**src/rtl/vdp_pkg.sv**
```systemverilog
// rtl/vdp_pkg.sv - shared types and VGA 640x480@60 defaults for the vdp scanout path
package vdp_pkg;

   localparam int CW = 12;
   typedef logic [CW-1:0] cnt_t;

   typedef struct packed {
      logic [7:0] r;
      logic [7:0] g;
      logic [7:0] b;
   } rgb_t;

   // Raster position plus the per-pixel timing flags derived from it
   typedef struct packed {
      cnt_t h;
      cnt_t v;
      logic pix_ce;
      logic active;
      logic hs_act;
      logic vs_act;
      logic wrap;
   } vdp_tim_t;

   localparam int VGA_CLK_DIV  = 2;
   localparam int VGA_H_ACTIVE = 640;
   localparam int VGA_H_FP     = 16;
   localparam int VGA_H_SYNC   = 96;
   localparam int VGA_H_BP     = 48;
   localparam int VGA_V_ACTIVE = 480;
   localparam int VGA_V_FP     = 10;
   localparam int VGA_V_SYNC   = 2;
   localparam int VGA_V_BP     = 33;

endpackage

```
**src/rtl/vdp_timing.sv**
```systemverilog
// rtl/vdp_timing.sv - pixel clock divider, raster counters, sync/active flags and frame pulse
module vdp_timing
   import vdp_pkg::*;
#(
   parameter int CLK_DIV  = VGA_CLK_DIV,
   parameter int H_ACTIVE = VGA_H_ACTIVE,
   parameter int H_FP     = VGA_H_FP,
   parameter int H_SYNC   = VGA_H_SYNC,
   parameter int H_BP     = VGA_H_BP,
   parameter int V_ACTIVE = VGA_V_ACTIVE,
   parameter int V_FP     = VGA_V_FP,
   parameter int V_SYNC   = VGA_V_SYNC,
   parameter int V_BP     = VGA_V_BP
) (
   input  logic     i_clk,
   input  logic     i_rst,
   output vdp_tim_t o_tim,
   output logic     o_vga_clk,
   output logic     o_frame_start
);

   localparam int H_TOTAL = H_ACTIVE + H_FP + H_SYNC + H_BP;
   localparam int V_TOTAL = V_ACTIVE + V_FP + V_SYNC + V_BP;
   localparam int DW      = $clog2(CLK_DIV);

   logic [DW-1:0] r_div;
   logic [DW-1:0] w_div_nxt;
   cnt_t          r_h;
   cnt_t          r_v;
   logic          r_vga_clk;
   logic          r_frame_start;
   logic          w_pix_ce;
   logic          w_h_last;
   logic          w_v_last;

   always_comb begin
      w_pix_ce  = (r_div == DW'(CLK_DIV - 1));
      w_div_nxt = w_pix_ce ? '0 : DW'(r_div + 1'b1);
      w_h_last  = (r_h == cnt_t'(H_TOTAL - 1));
      w_v_last  = (r_v == cnt_t'(V_TOTAL - 1));
   end

   // VGA_CLK is registered from the next divider value so it tracks div_cnt without lag
   always_ff @(posedge i_clk) begin
      if (i_rst) begin
         r_div         <= '0;
         r_h           <= '0;
         r_v           <= '0;
         r_vga_clk     <= 1'b0;
         r_frame_start <= 1'b0;
      end else begin
         r_div         <= w_div_nxt;
         r_vga_clk     <= (w_div_nxt >= DW'(CLK_DIV / 2));
         r_frame_start <= w_pix_ce && w_h_last && w_v_last;
         if (w_pix_ce) begin
            r_h <= w_h_last ? '0 : cnt_t'(r_h + 1'b1);
            if (w_h_last) begin
               r_v <= w_v_last ? '0 : cnt_t'(r_v + 1'b1);
            end
         end
      end
   end

   always_comb begin
      o_tim        = '0;
      o_tim.h      = r_h;
      o_tim.v      = r_v;
      o_tim.pix_ce = w_pix_ce;
      o_tim.active = (r_h < cnt_t'(H_ACTIVE)) && (r_v < cnt_t'(V_ACTIVE));
      o_tim.hs_act = (r_h >= cnt_t'(H_ACTIVE + H_FP)) && (r_h < cnt_t'(H_ACTIVE + H_FP + H_SYNC));
      o_tim.vs_act = (r_v >= cnt_t'(V_ACTIVE + V_FP)) && (r_v < cnt_t'(V_ACTIVE + V_FP + V_SYNC));
      o_tim.wrap   = w_pix_ce && w_h_last && w_v_last;
   end

   assign o_vga_clk     = r_vga_clk;
   assign o_frame_start = r_frame_start;

endmodule

```
**src/rtl/vdp_scanout.sv**
```systemverilog
// rtl/vdp_scanout.sv - centred, pixel-replicated framebuffer scanout driving an ADV7123-style VGA DAC
module vdp_scanout
   import vdp_pkg::*;
#(
   parameter int          CLK_DIV    = VGA_CLK_DIV,
   parameter int          H_ACTIVE   = VGA_H_ACTIVE,
   parameter int          H_FP       = VGA_H_FP,
   parameter int          H_SYNC     = VGA_H_SYNC,
   parameter int          H_BP       = VGA_H_BP,
   parameter int          V_ACTIVE   = VGA_V_ACTIVE,
   parameter int          V_FP       = VGA_V_FP,
   parameter int          V_SYNC     = VGA_V_SYNC,
   parameter int          V_BP       = VGA_V_BP,
   parameter bit          HS_POL     = 1'b0,
   parameter bit          VS_POL     = 1'b0,
   parameter int          FB_W       = 256,
   parameter int          FB_H       = 240,
   parameter int          SCALE      = 2,
   parameter int          AW         = 16,
   parameter int          RD_LAT     = 1,
   parameter logic [23:0] BORDER_RGB = 24'h000000
) (
   input  logic          CLOCK_50,
   input  logic          rst,
   output logic [AW-1:0] fb_radr,
   output logic          fb_re,
   input  logic [23:0]   fb_q,
   output logic          VGA_CLK,
   output logic [7:0]    VGA_R,
   output logic [7:0]    VGA_G,
   output logic [7:0]    VGA_B,
   output logic          VGA_BLANK_N,
   output logic          VGA_SYNC_N,
   output logic          VGA_HS,
   output logic          VGA_VS,
   output logic          frame_start
);

   localparam int WIN_W = FB_W * SCALE;
   localparam int WIN_H = FB_H * SCALE;
   localparam int H_OFF = (H_ACTIVE - WIN_W) / 2;
   localparam int V_OFF = (V_ACTIVE - WIN_H) / 2;
   localparam int SW    = (SCALE > 1) ? $clog2(SCALE) : 1;

   if (CLK_DIV < 2 || CLK_DIV <= RD_LAT) begin : g_bad_cfg
      $error("vdp_scanout: CLK_DIV must be >= 2 and greater than RD_LAT");
   end

   vdp_tim_t w_tim;
   cnt_t     w_hrel;
   cnt_t     w_vrel;
   logic     w_in_win;
   logic     w_last_col;

   logic [AW-1:0] r_row_base;
   logic [AW-1:0] r_x;
   logic [SW-1:0] r_xsub;
   logic [SW-1:0] r_ysub;

   logic [AW-1:0] r_fb_radr;
   logic          r_fb_re;
   logic          r_act1;
   logic          r_win1;
   logic          r_hs1;
   logic          r_vs1;

   rgb_t          r_rgb;
   logic          r_blank_n;
   logic          r_hs;
   logic          r_vs;

   vdp_timing #(
      .CLK_DIV (CLK_DIV),
      .H_ACTIVE(H_ACTIVE), .H_FP(H_FP), .H_SYNC(H_SYNC), .H_BP(H_BP),
      .V_ACTIVE(V_ACTIVE), .V_FP(V_FP), .V_SYNC(V_SYNC), .V_BP(V_BP)
   ) u_timing (
      .i_clk        (CLOCK_50),
      .i_rst        (rst),
      .o_tim        (w_tim),
      .o_vga_clk    (VGA_CLK),
      .o_frame_start(frame_start)
   );

   // Offsets wrap to large values left of / above the window, so one compare per axis suffices
   always_comb begin
      w_hrel     = cnt_t'(w_tim.h - cnt_t'(H_OFF));
      w_vrel     = cnt_t'(w_tim.v - cnt_t'(V_OFF));
      w_in_win   = (w_hrel < cnt_t'(WIN_W)) && (w_vrel < cnt_t'(WIN_H));
      w_last_col = (w_hrel == cnt_t'(WIN_W - 1));
   end

   always_ff @(posedge CLOCK_50) begin
      if (rst || w_tim.wrap) begin
         r_row_base <= '0;
         r_x        <= '0;
         r_xsub     <= '0;
         r_ysub     <= '0;
      end else if (w_tim.pix_ce && w_in_win) begin
         if (w_last_col) begin
            r_x    <= '0;
            r_xsub <= '0;
            if (r_ysub == SW'(SCALE - 1)) begin
               r_ysub     <= '0;
               r_row_base <= r_row_base + AW'(FB_W);
            end else begin
               r_ysub <= r_ysub + 1'b1;
            end
         end else if (r_xsub == SW'(SCALE - 1)) begin
            r_xsub <= '0;
            r_x    <= r_x + 1'b1;
         end else begin
            r_xsub <= r_xsub + 1'b1;
         end
      end
   end

   // P1 issues the read, P2 latches fb_q one full pixel later
   always_ff @(posedge CLOCK_50) begin
      if (rst) begin
         r_fb_radr <= '0;
         r_fb_re   <= 1'b0;
         r_act1    <= 1'b0;
         r_win1    <= 1'b0;
         r_hs1     <= 1'b0;
         r_vs1     <= 1'b0;
         r_rgb     <= '0;
         r_blank_n <= 1'b0;
         r_hs      <= !HS_POL;
         r_vs      <= !VS_POL;
      end else if (w_tim.pix_ce) begin
         r_fb_re <= w_in_win;
         r_act1  <= w_tim.active;
         r_win1  <= w_in_win;
         r_hs1   <= w_tim.hs_act;
         r_vs1   <= w_tim.vs_act;
         if (w_in_win) begin
            r_fb_radr <= r_row_base + r_x;
         end
         if (r_act1 && r_win1) begin
            r_rgb <= rgb_t'(fb_q);
         end else if (r_act1) begin
            r_rgb <= rgb_t'(BORDER_RGB);
         end else begin
            r_rgb <= '0;
         end
         r_blank_n <= r_act1;
         r_hs      <= r_hs1 ? HS_POL : !HS_POL;
         r_vs      <= r_vs1 ? VS_POL : !VS_POL;
      end
   end

   assign fb_radr     = r_fb_radr;
   assign fb_re       = r_fb_re;
   assign VGA_R       = r_rgb.r;
   assign VGA_G       = r_rgb.g;
   assign VGA_B       = r_rgb.b;
   assign VGA_BLANK_N = r_blank_n;
   assign VGA_SYNC_N  = 1'b0;
   assign VGA_HS      = r_hs;
   assign VGA_VS      = r_vs;

endmodule
```
**config.mk**
```make
export PLATFORM = sky130hd
export DESIGN_NAME = vdp_scanout
export DESIGN_NICKNAME = d
export VERILOG_FILES = /design/src/rtl/vdp_pkg.sv /design/src/rtl/vdp_timing.sv /design/src/rtl/vdp_scanout.sv
export SDC_FILE = /design/constraint.sdc
export NUM_CORES = 1
export LEC_CHECK = 0
export CORE_ASPECT_RATIO = 1.75
export CORE_MARGIN = 4
export CORE_UTILIZATION = 40
export DETAILED_ROUTE_END_ITERATION = 7
export GPL_ROUTABILITY_DRIVEN = 0
export REMOVE_ABC_BUFFERS = 1
export SKIP_CTS_REPAIR_TIMING = 1
export SYNTH_ARGS = -nofsm -noshare
export SYNTH_HDL_FRONTEND = slang
export SYNTH_SLANG_ARGS = --single-unit
```
**constraint.sdc**
```tcl
create_clock -name CLOCK_50 -period 6.06 [get_ports CLOCK_50]
set_input_delay 1.212 -clock CLOCK_50 [delete_from_list [all_inputs] [get_ports CLOCK_50]]
set_output_delay 1.212 -clock CLOCK_50 [all_outputs]
set_load 0.02 [all_outputs]
```
==> flow_summary_export.csv, run 1 <==
group,metric,value,unit
route,routedWlPerCell,15.1,um
route,drt-pass1-iter-count,4,
placed_design,place_ws,2810,ps
power_and_ir_drop,p_leak,1.92,nW
cells_and_area,n_fill_cell,1030,
die,rows,50,
logic_synthesis,ys.flop_type,"dfxtp_1",
setup_path,path_buf_inv,1,
logic_synthesis,syn_inst,505,
logic_synthesis,ys_warn_count,0,
logic_synthesis,synth_area,4390,um^2
logic_synthesis,syn_area_per_cell,8.70,um^2
clock_network,root_buffer,"clkbuf_16",
clock_network,clk_path_buf_depth,2,
logic_synthesis,synthTopCellsByCount,"99 x dfxtp_1, 61 x nand2_1, 48 x nor2_1",
setup_path,cp_top_family,"buffers and inverters",
status,status,"complete, no violations",
clock_network,cts_sinks,99,
global_route,antenna_found_initial,0,
logic_synthesis,ys_seq_area_frac,0.451,
die,dieArea,12800,um^2
setup_path,crit_chain,"clkdlybuf4s50_1",
power_and_ir_drop,total_power,1.29,mW
logic_synthesis,async_flop_share,0,
setup_path,required,4850,ps
die,start_util,0.411,
clock_network,clkTransAtPathRegs,70,ps
setup_path,worstPathMaxFanout,18,
setup_path,startpoint_type,"flip-flop",
logic_synthesis,synth_area_leaders,"dfxtp_1 45%, nand2_1 5.2%, a22o_1 4.8%",
die,chipHeight,147,um
cells_and_area,final_nets,602,
setup_path,path_class,"flip-flop to output pin",
sta,drv_slew,0,
logic_synthesis,synth_top_cell_area_share,0.451,
setup_path,slowest_delay,750,ps
global_route,grt_max_degree,28,
cells_and_area,layout-drive-gt1-share,0.0459,
logic_synthesis,ys_ff_latch,99,
route,vias_per_cell,5.37,
route,ant_nets,0,
power_and_ir_drop,ir_drop,0.180,mV
hold_path,hp-class,"flip-flop to flip-flop",
sta,finalClockSkew,8.59,ps
cells_and_area,areaGrowthSynthToFinish,24.9,%
route,drc_errors,0,
logic_synthesis,yosysUniqueCellTypes,53,
sta,relSlewSlack,0.478,
route,drt_iter0_markers,179,
sta,setup_ws,3050,ps
route,num_vias,3740,
power_and_ir_drop,p_per_area,235,nW/um^2
sta,period_minus_slack,3010,ps
sta,fmax,332,MHz
route,wl,10500,um
clock_network,htreeDepth,3,
sta,timing.setup.tns,0,ps
setup_path,critPathCaptureType,"output pin",
setup_path,cp_slowest_cell,"clkdlybuf4s50_1",
sta,setup-violations-final,0,
sta,rsz0062_at_grt,"no",
die,fp.dieW,87.2,um
placed_design,portBuffers,71,
placed_design,dpl.hpwl,7690,um
die,io_pins,73,
run,maxCapViolations,0,
global_route,grt_first_pass_wirelength,17700,um
sta,tightest_slew,776,ps
global_route,grt-ovfl-total,0,
clock_network,clk_latency,340,ps
global_route,grt_pass1_vias,3762,
clock_network,cts_tree,"done",
logic_synthesis,synth.most_common_cell,"dfxtp_1",
die,core,10700,um^2
logic_synthesis,synth_top_area_cell,"dfxtp_1",
sta,period_share,0.497,
cells_and_area,antennaDiodeCount,0,
logic_synthesis,synth-edff-count,0,
clock_network,cts-buffers-inserted,9,
sta,finalHoldViolations,0,
global_route,gr-usage-all-layers,0.170,
setup_path,worstPathArrival,1800,ps
## tightest hold or removal path, stage by stage, from the launching register on
cell and delay, ps:
dfxtp_1 310, nand2_1 50, a21oi_1 50
## layout make-up
| class | instances | area, um^2 | area share |
|---|---|---|---|
| clock buffers | 9 | 225 | 0.0410 |
| repair buffers | 76 | 748 | 0.136 |
| well taps | 130 | 163 | 0.0296 |
| inverters | 15 | 56.3 | 0.0103 |
| multi-input cells | 361 | 2230 | 0.407 |
| flip-flops and latches | 99 | 1980 | 0.361 |
| clock inverters | 7 | 82.6 | 0.0150 |
## per-layer routing
metal | vias to the layer above | track usage | wire [um]
li1 | 1919 | - | -
met3 | 17 | 0.0367 | 367
met2 | 74 | 0.316 | 5730
met5 | - | 0 | 0
met1 | 1730 | 0.184 | 4160
met4 | 0 | 0.0576 | 236
## final timing paths
| check | cells after the start | slack, ps | startpoint | end |
|---|---|---|---|---|
| worst min-delay path | 2 | 450 | fb_radr[10] | fb_radr[10] |
| worst min register to register | 2 | 450 | fb_radr[10] | fb_radr[10] |
| worst max-delay path | 1 | 3050 | u_timing.o_vga_clk | VGA_CLK |
| worst max register to register | 7 | 3280 | u_timing.r_h[0] | r_x[2] |
## through the flow
stage | area (um^2) | cells | hold slack (ps) | utilization
final | 5490 | 697 | 450 | 0.513
after floorplan | 4260 | 475 | 431 | -
after CTS | 5490 | 697 | 453 | 0.513
after global placement | 5180 | 681 | 439 | 0.484
after global routing | 5490 | 697 | 479 | 0.513
after detailed placement | 5180 | 681 | 443 | 0.484
## cell usage in the layout, fill, tap and decap left out, types with 2 or more instances in the layout
cell type / count
ha_1: 13
nor4_1: 7
nor2b_1: 2
clkbuf_16: 9
a211oi_1: 2
o211ai_1: 2
o31ai_1: 9
inv_6: 3
mux2i_1: 3
nor2_1: 48
and3_1: 8
inv_1: 14
dfxtp_1: 99
o21ai_0: 8
xor2_1: 16
and4_1: 3
a31oi_1: 2
or3_1: 3
nor3_1: 12
clkdlybuf4s50_1: 71
o2111ai_1: 2
and4b_1: 3
clkinv_4: 3
a22o_1: 24
xnor2_1: 16
nand2_1: 61
nand3_1: 19
nand4_1: 22
buf_4: 5
a21oi_1: 41
or4_1: 12
## logic make-up (layout without fill, tap and decap cells)
family	count (synthesis)	count (layout)	share of synthesized area
AND/OR/NAND/NOR	213	213	0.245
flip-flops	99	99	0.451
AO/OA/AOI/OAI	97	97	0.146
buffers and inverters	45	107	0.0430
XOR/XNOR	32	32	0.0638
adder cells (fa/ha/maj)	14	14	0.0416
multiplexers	4	4	0.00940
other	1	1	0.000853
## sequential cells by signal, indices dropped and copies added, names as in the netlist, 8 cells and up
| name | count |
|---|---|
| r_row_base | 8 |
| VGA_B | 8 |
| u_timing.r_v | 12 |
| VGA_G | 8 |
| r_x | 16 |
| fb_radr | 16 |
| VGA_R | 8 |
| u_timing.r_h | 12 |
## power by group
| part | leakage (nW) | internal [mW] | switching, mW |
|---|---|---|---|
| clock | 0.151 | 0.327 | 0.265 |
| sequential | 0.798 | 0.652 | 0.00408 |
| combinational | 0.970 | 0.0202 | 0.0201 |
| total | 1.92 | 1.00 | 0.289 |
(Power assumes the default switching activity.)
==> run 2: changes to the inputs <==
--- a/config.mk
+++ b/config.mk
@@ -10,6 +10,7 @@
 export CORE_UTILIZATION = 40
 export DETAILED_ROUTE_END_ITERATION = 7
 export GPL_ROUTABILITY_DRIVEN = 0
+export PLACE_DENSITY = 0.65
 export REMOVE_ABC_BUFFERS = 1
 export SKIP_CTS_REPAIR_TIMING = 1
 export SYNTH_ARGS = -nofsm -noshare
==> constraint.sdc (replaced) <==
create_clock -name CLOCK_50 -period 2.69 [get_ports CLOCK_50]
set_input_delay 0.538 -clock CLOCK_50 [delete_from_list [all_inputs] [get_ports CLOCK_50]]
set_output_delay 0.538 -clock CLOCK_50 [all_outputs]
set_load 0.02 [all_outputs]
==> flow_summary_export.csv, run 2 (synthesis results as in run 1) <==
group,metric,value,unit
hold_path,holdCritStartpoint,"fb_radr[10]",
sta,setup-violations-final,0,
sta,rsz0062_at_grt,"no",
sta,period_share,0.896,
global_route,grt_first_pass_wirelength,17400,um
route,drc_errors,0,
global_route,gr-usage-all-layers,0.167,
setup_path,startpoint_type,"flip-flop",
route,vias_per_cell,5.45,
power_and_ir_drop,switching_share,0.218,
power_and_ir_drop,ir_drop,0.339,mV
sta,tightest_slew,594,ps
cells_and_area,layout_common_cells,"99 x dfxtp_1, 71 x clkdlybuf4s50_1, 61 x nand2_1, 48 x nor2_1, 41 x a21oi_1",
placed_design,post-place-cells,688,
setup_path,worstSetupStartpoint,"u_timing.r_h[11]",
global_route,grt_pass1_vias,3698,
die,dieArea,12800,um^2
sta,fmax,415,MHz
setup_path,slowest_delay,520,ps
cells_and_area,final_nets,609,
route,met1_length,4040,um
global_route,antenna_found_initial,0,
setup_path,worstPathArrival,2690,ps
sta,relSlewSlack,0.601,
setup_path,r2r_start,"u_timing.r_h[11]",
power_and_ir_drop,p_sw,0.627,mW
die,io_pins,73,
clock_network,cts-buffers-inserted,9,
setup_path,crit_chain,"or2_0, or4_1, or3_1, buf_4, or4_1, a21oi_1",
power_and_ir_drop,p_comb_frac,0.034,
setup_path,crit_top_cell,"or4_1",
sta,setup_ws,279,ps
power_and_ir_drop,seqPwrFrac,0.514,
clock_network,clk_path_buf_depth,2,
route,drt_iter0_markers,144,
status,status,"complete, no violations",
placed_design,dpl.hpwl,7730,um
sta,finalHoldViolations,0,
clock_network,cts_sinks,99,
route,highest_layer,"met4",
clock_network,clk_latency,340,ps
power_and_ir_drop,internal_power,2.25,mW
clock_network,htreeDepth,3,
sta,finalClockSkew,7.22,ps
die,core,10700,um^2
route,routedWlPerCell,14.7,um
sta,worst_hold_slack,455,ps
sta,drv_slew,0,
power_and_ir_drop,p_leak,1.95,nW
route,wl_met3,463,um
route,ant_nets,0,
die,fp.dieW,87.2,um
die,rows,50,
setup_path,required,2970,ps
clock_network,root_buffer,"clkbuf_16",
setup_path,worstPathMaxFanout,26,
placed_design,place_ws,269,ps
placed_design,portBuffers,71,
global_route,grt-ovfl-total,0,
setup_path,critPathCaptureType,"flip-flop",
hold_path,hp-class,"flip-flop to flip-flop",
cells_and_area,layout_commonest_cell,"dfxtp_1",
route,wl,10300,um
global_route,grt_max_degree,27,
clock_network,cts_tree,"done",
setup_path,cp_slowest_cell,"or4_1",
sta,period_minus_slack,2410,ps
clock_network,clkTransAtPathRegs,70,ps
route,wl_met2,5710,um
cells_and_area,areaGrowthSynthToFinish,26.0,%
die,start_util,0.411,
cells_and_area,antennaDiodeCount,0,
setup_path,path_class,"flip-flop to flip-flop",
power_and_ir_drop,pwr-share-clk,0.452,
cells_and_area,layout-drive-gt1-share,0.0575,
run,maxCapViolations,0,
power_and_ir_drop,p_per_area,519,nW/um^2
cells_and_area,final_cells,704,
route,drt-pass1-iter-count,4,
route,num_vias,3840,
die,chipHeight,147,um
==> run 2: changes by cell type in the layout (fill, tap and decap cells not counted) <==
| cell | delta |
|---|---|
| buf_4 | +7 |
| clkinv_2 | +2 |
| clkinv_4 | -2 |
| inv_6 | -2 |
| clkinvlp_4 | +1 |
| inv_8 | +1 |
==> run 2: final timing paths <==
kind | slack [ps] | cells past startpoint | end
worst max-delay path | 280 | 6 | r_x[4]
worst min-delay path | 450 | 2 | fb_radr[10]
worst max register to register | 280 | 6 | r_x[4]
worst min register to register | 450 | 2 | fb_radr[10]
==> run 2: cell type report <==
type	count	area, um^2
clock buffer	9	225
clock inverter	7	76.3
fill	1021	5160
inverter	15	56.3
multi-input combinational	361	2230
sequential	99	1980
tap	130	163
timing repair buffer	83	801
==> run 2: worst max-delay path, delay by kind of cell, from the launching register on <==
| family | cells | cell delay [ps] |
|---|---|---|
| simple gates | 4 | 1640 |
| flops | 1 | 340 |
| buf+inv | 1 | 210 |
| compound gates | 1 | 150 |
==> run 2: per-layer routing <==
metal  global-route usage  up-vias
li1                     -     1927
met2                0.314      107
met5                    0        -
met1                0.179     1794
met4               0.0637        0
met3               0.0277       12
==> run 2: power groups by stage <==
stage	Clock [mW]	Sequential [mW]	Combinational, mW
after floorplan	0	1.51	0.0287
after global placement	0	1.51	0.0978
after detailed placement	0	1.51	0.0993
after CTS	1.35	1.48	0.0997
after global routing	1.39	1.48	0.107
final	1.30	1.48	0.0982
==> run 2: per-stage QoR <==
stage / instance area, um^2 / TNS (ps) / utilization / total power, mW
after global routing: 5540 / 0 / 0.518 / 2.97
after global placement: 5240 / 0 / 0.489 / 1.61
final: 5540 / 0 / 0.518 / 2.87
after CTS: 5540 / 0 / 0.518 / 2.92
after detailed placement: 5240 / 0 / 0.489 / 1.61
after floorplan: 4260 / -11260 / - / 1.54
==> run 3: changes to the inputs <==
--- a/config.mk
+++ b/config.mk
@@ -8,9 +8,10 @@
 export CORE_ASPECT_RATIO = 1.75
 export CORE_MARGIN = 4
 export CORE_UTILIZATION = 40
+export CTS_BUF_LIST = sky130_fd_sc_hd__clkbuf_8
 export DETAILED_ROUTE_END_ITERATION = 7
 export GPL_ROUTABILITY_DRIVEN = 0
-export PLACE_DENSITY = 0.65
+export PLACE_DENSITY = 0.72
 export REMOVE_ABC_BUFFERS = 1
 export SKIP_CTS_REPAIR_TIMING = 1
 export SYNTH_ARGS = -nofsm -noshare
==> flow_summary_export.csv, run 3 (synthesis results as in run 1) <==
group,metric,value,unit
setup_path,worstPathArrival,2760,ps
global_route,grt-ovfl-total,0,
sta,fmax,409,MHz
cells_and_area,seq_area,1980,um^2
power_and_ir_drop,p_comb_frac,0.040,
power_and_ir_drop,p_per_area,473,nW/um^2
die,dieArea,12800,um^2
cells_and_area,final_cells,706,
clock_network,cts_tree,"done",
clock_network,clk_latency,380,ps
cells_and_area,layout_common_cells,"99 x dfxtp_1, 71 x clkdlybuf4s50_1, 61 x nand2_1, 48 x nor2_1, 41 x a21oi_1",
sta,period_share,0.909,
global_route,grt_pass1_vias,3888,
sta,period_minus_slack,2450,ps
global_route,gr-usage-all-layers,0.171,
setup_path,required,3000,ps
setup_path,slowest_delay,540,ps
placed_design,portBuffers,71,
cells_and_area,multi_input_area,2230,um^2
route,wl,10600,um
clock_network,clkTransAtPathRegs,90,ps
power_and_ir_drop,pwr-share-clk,0.388,
clock_network,clk_path_buf_depth,2,
global_route,antenna_found_initial,0,
global_route,grt_max_degree,27,
setup_path,worstPathMaxFanout,26,
hold_path,hp-class,"flip-flop to flip-flop",
cells_and_area,areaGrowthSynthToFinish,24.2,%
setup_path,critPathCaptureType,"flip-flop",
route,drc_errors,0,
die,start_util,0.411,
die,chipHeight,147,um
power_and_ir_drop,switching_share,0.238,
power_and_ir_drop,p_leak,1.91,nW
power_and_ir_drop,internal_power,1.97,mW
sta,relSlewSlack,0.636,
power_and_ir_drop,p_sw,0.614,mW
sta,setup-violations-final,0,
die,fp.dieW,87.2,um
clock_network,cts-buffers-inserted,9,
status,status,"complete, no violations",
sta,drv_slew,0,
sta,finalHoldViolations,0,
cells_and_area,layout-drive-gt1-share,0.0608,
placed_design,post-place-cells,690,
route,vias_per_cell,5.47,
cells_and_area,final_nets,611,
sta,finalClockSkew,15.0,ps
route,num_vias,3862,
cells_and_area,antennaDiodeCount,0,
route,drt_iter0_markers,210,
power_and_ir_drop,ir_drop,0.272,mV
placed_design,dpl.hpwl,7910,um
sta,rsz0062_at_grt,"no",
cells_and_area,n_fill_cell,996,
global_route,grt_first_pass_wirelength,17600,um
route,drt-pass1-iter-count,4,
run,maxCapViolations,0,
setup_path,crit_chain,"or2_0, or4_1, or3_1, buf_4, or4_1, a21oi_1",
route,routedWlPerCell,15.1,um
route,ant_nets,0,
setup_path,cp_slowest_cell,"or4_1",
setup_path,path_class,"flip-flop to flip-flop",
setup_path,startpoint_type,"flip-flop",
die,io_pins,73,
die,core,10700,um^2
cells_and_area,fin_util,0.510,
clock_network,htreeDepth,3,
power_and_ir_drop,seqPwrFrac,0.572,
cells_and_area,layout_commonest_cell,"dfxtp_1",
sta,tightest_slew,530,ps
die,rows,50,
clock_network,root_buffer,"clkbuf_8",
clock_network,cts_sinks,99,
setup_path,crit_top_cell,"or4_1",
==> run 3: critical path: cells and delay by family, from the launching register on <==
| family | cells | cell delay (ps) |
|---|---|---|
| and+or+nand+nor | 4 | 1680 |
| buffers and inverters | 1 | 210 |
| AOI/OAI and AO/OA | 1 | 150 |
| DFF | 1 | 350 |
==> run 3: final cells by class <==
cell class / count / area share
Timing Repair Buffer: 85 / 0.150
Clock buffer: 9 / 0.0227
Clock inverter: 7 / 0.0151
Multi-Input combinational cell: 361 / 0.409
Sequential cell: 99 / 0.363
Inverter: 15 / 0.0103
Tap cell: 130 / 0.0298
==> run 3: layer usage <==
| layer | up-vias | routed length (um) | track usage |
|---|---|---|---|
| met1 | 1812 | 4020 | 0.175 |
| met3 | 30 | 395 | 0.0367 |
| met2 | 90 | 5900 | 0.319 |
| met4 | 0 | 320 | 0.0783 |
| met5 | - | 0 | 0 |
| li1 | 1930 | - | - |
==> run 3: final timing paths <==
kind,start,end,slack (ps),cells after the start
setup reg to reg,u_timing.r_h[11],r_x[11],240,6
hold / removal,fb_radr[13],fb_radr[13],450,2
hold reg to reg,fb_radr[13],fb_radr[13],450,2
setup / recovery,u_timing.r_h[11],r_x[11],240,6
==> run 3: per-stage QoR <==
step / setup WS, ps / total power [mW] / hold WS [ps] / setup TNS (ps) / instance area, um^2
after floorplan: -541 / 1.54 / 431 / -11260 / 4260
after global placement: 299 / 1.61 / 439 / 0 / 5250
after detailed placement: 262 / 1.61 / 447 / 0 / 5250
after CTS: 256 / 2.60 / 458 / 0 / 5460
after global routing: 117 / 2.66 / 476 / 0 / 5460
final: 244 / 2.58 / 453 / 0 / 5460
==> run 3: power by group through the flow <==
stage	combinational [mW]	clock (mW)	sequential, mW
after detailed placement	0.104	0	1.51
after CTS	0.104	1.02	1.47
final	0.103	1.00	1.47
after global placement	0.102	0	1.51
after floorplan	0.0287	0	1.51
after global routing	0.112	1.07	1.48
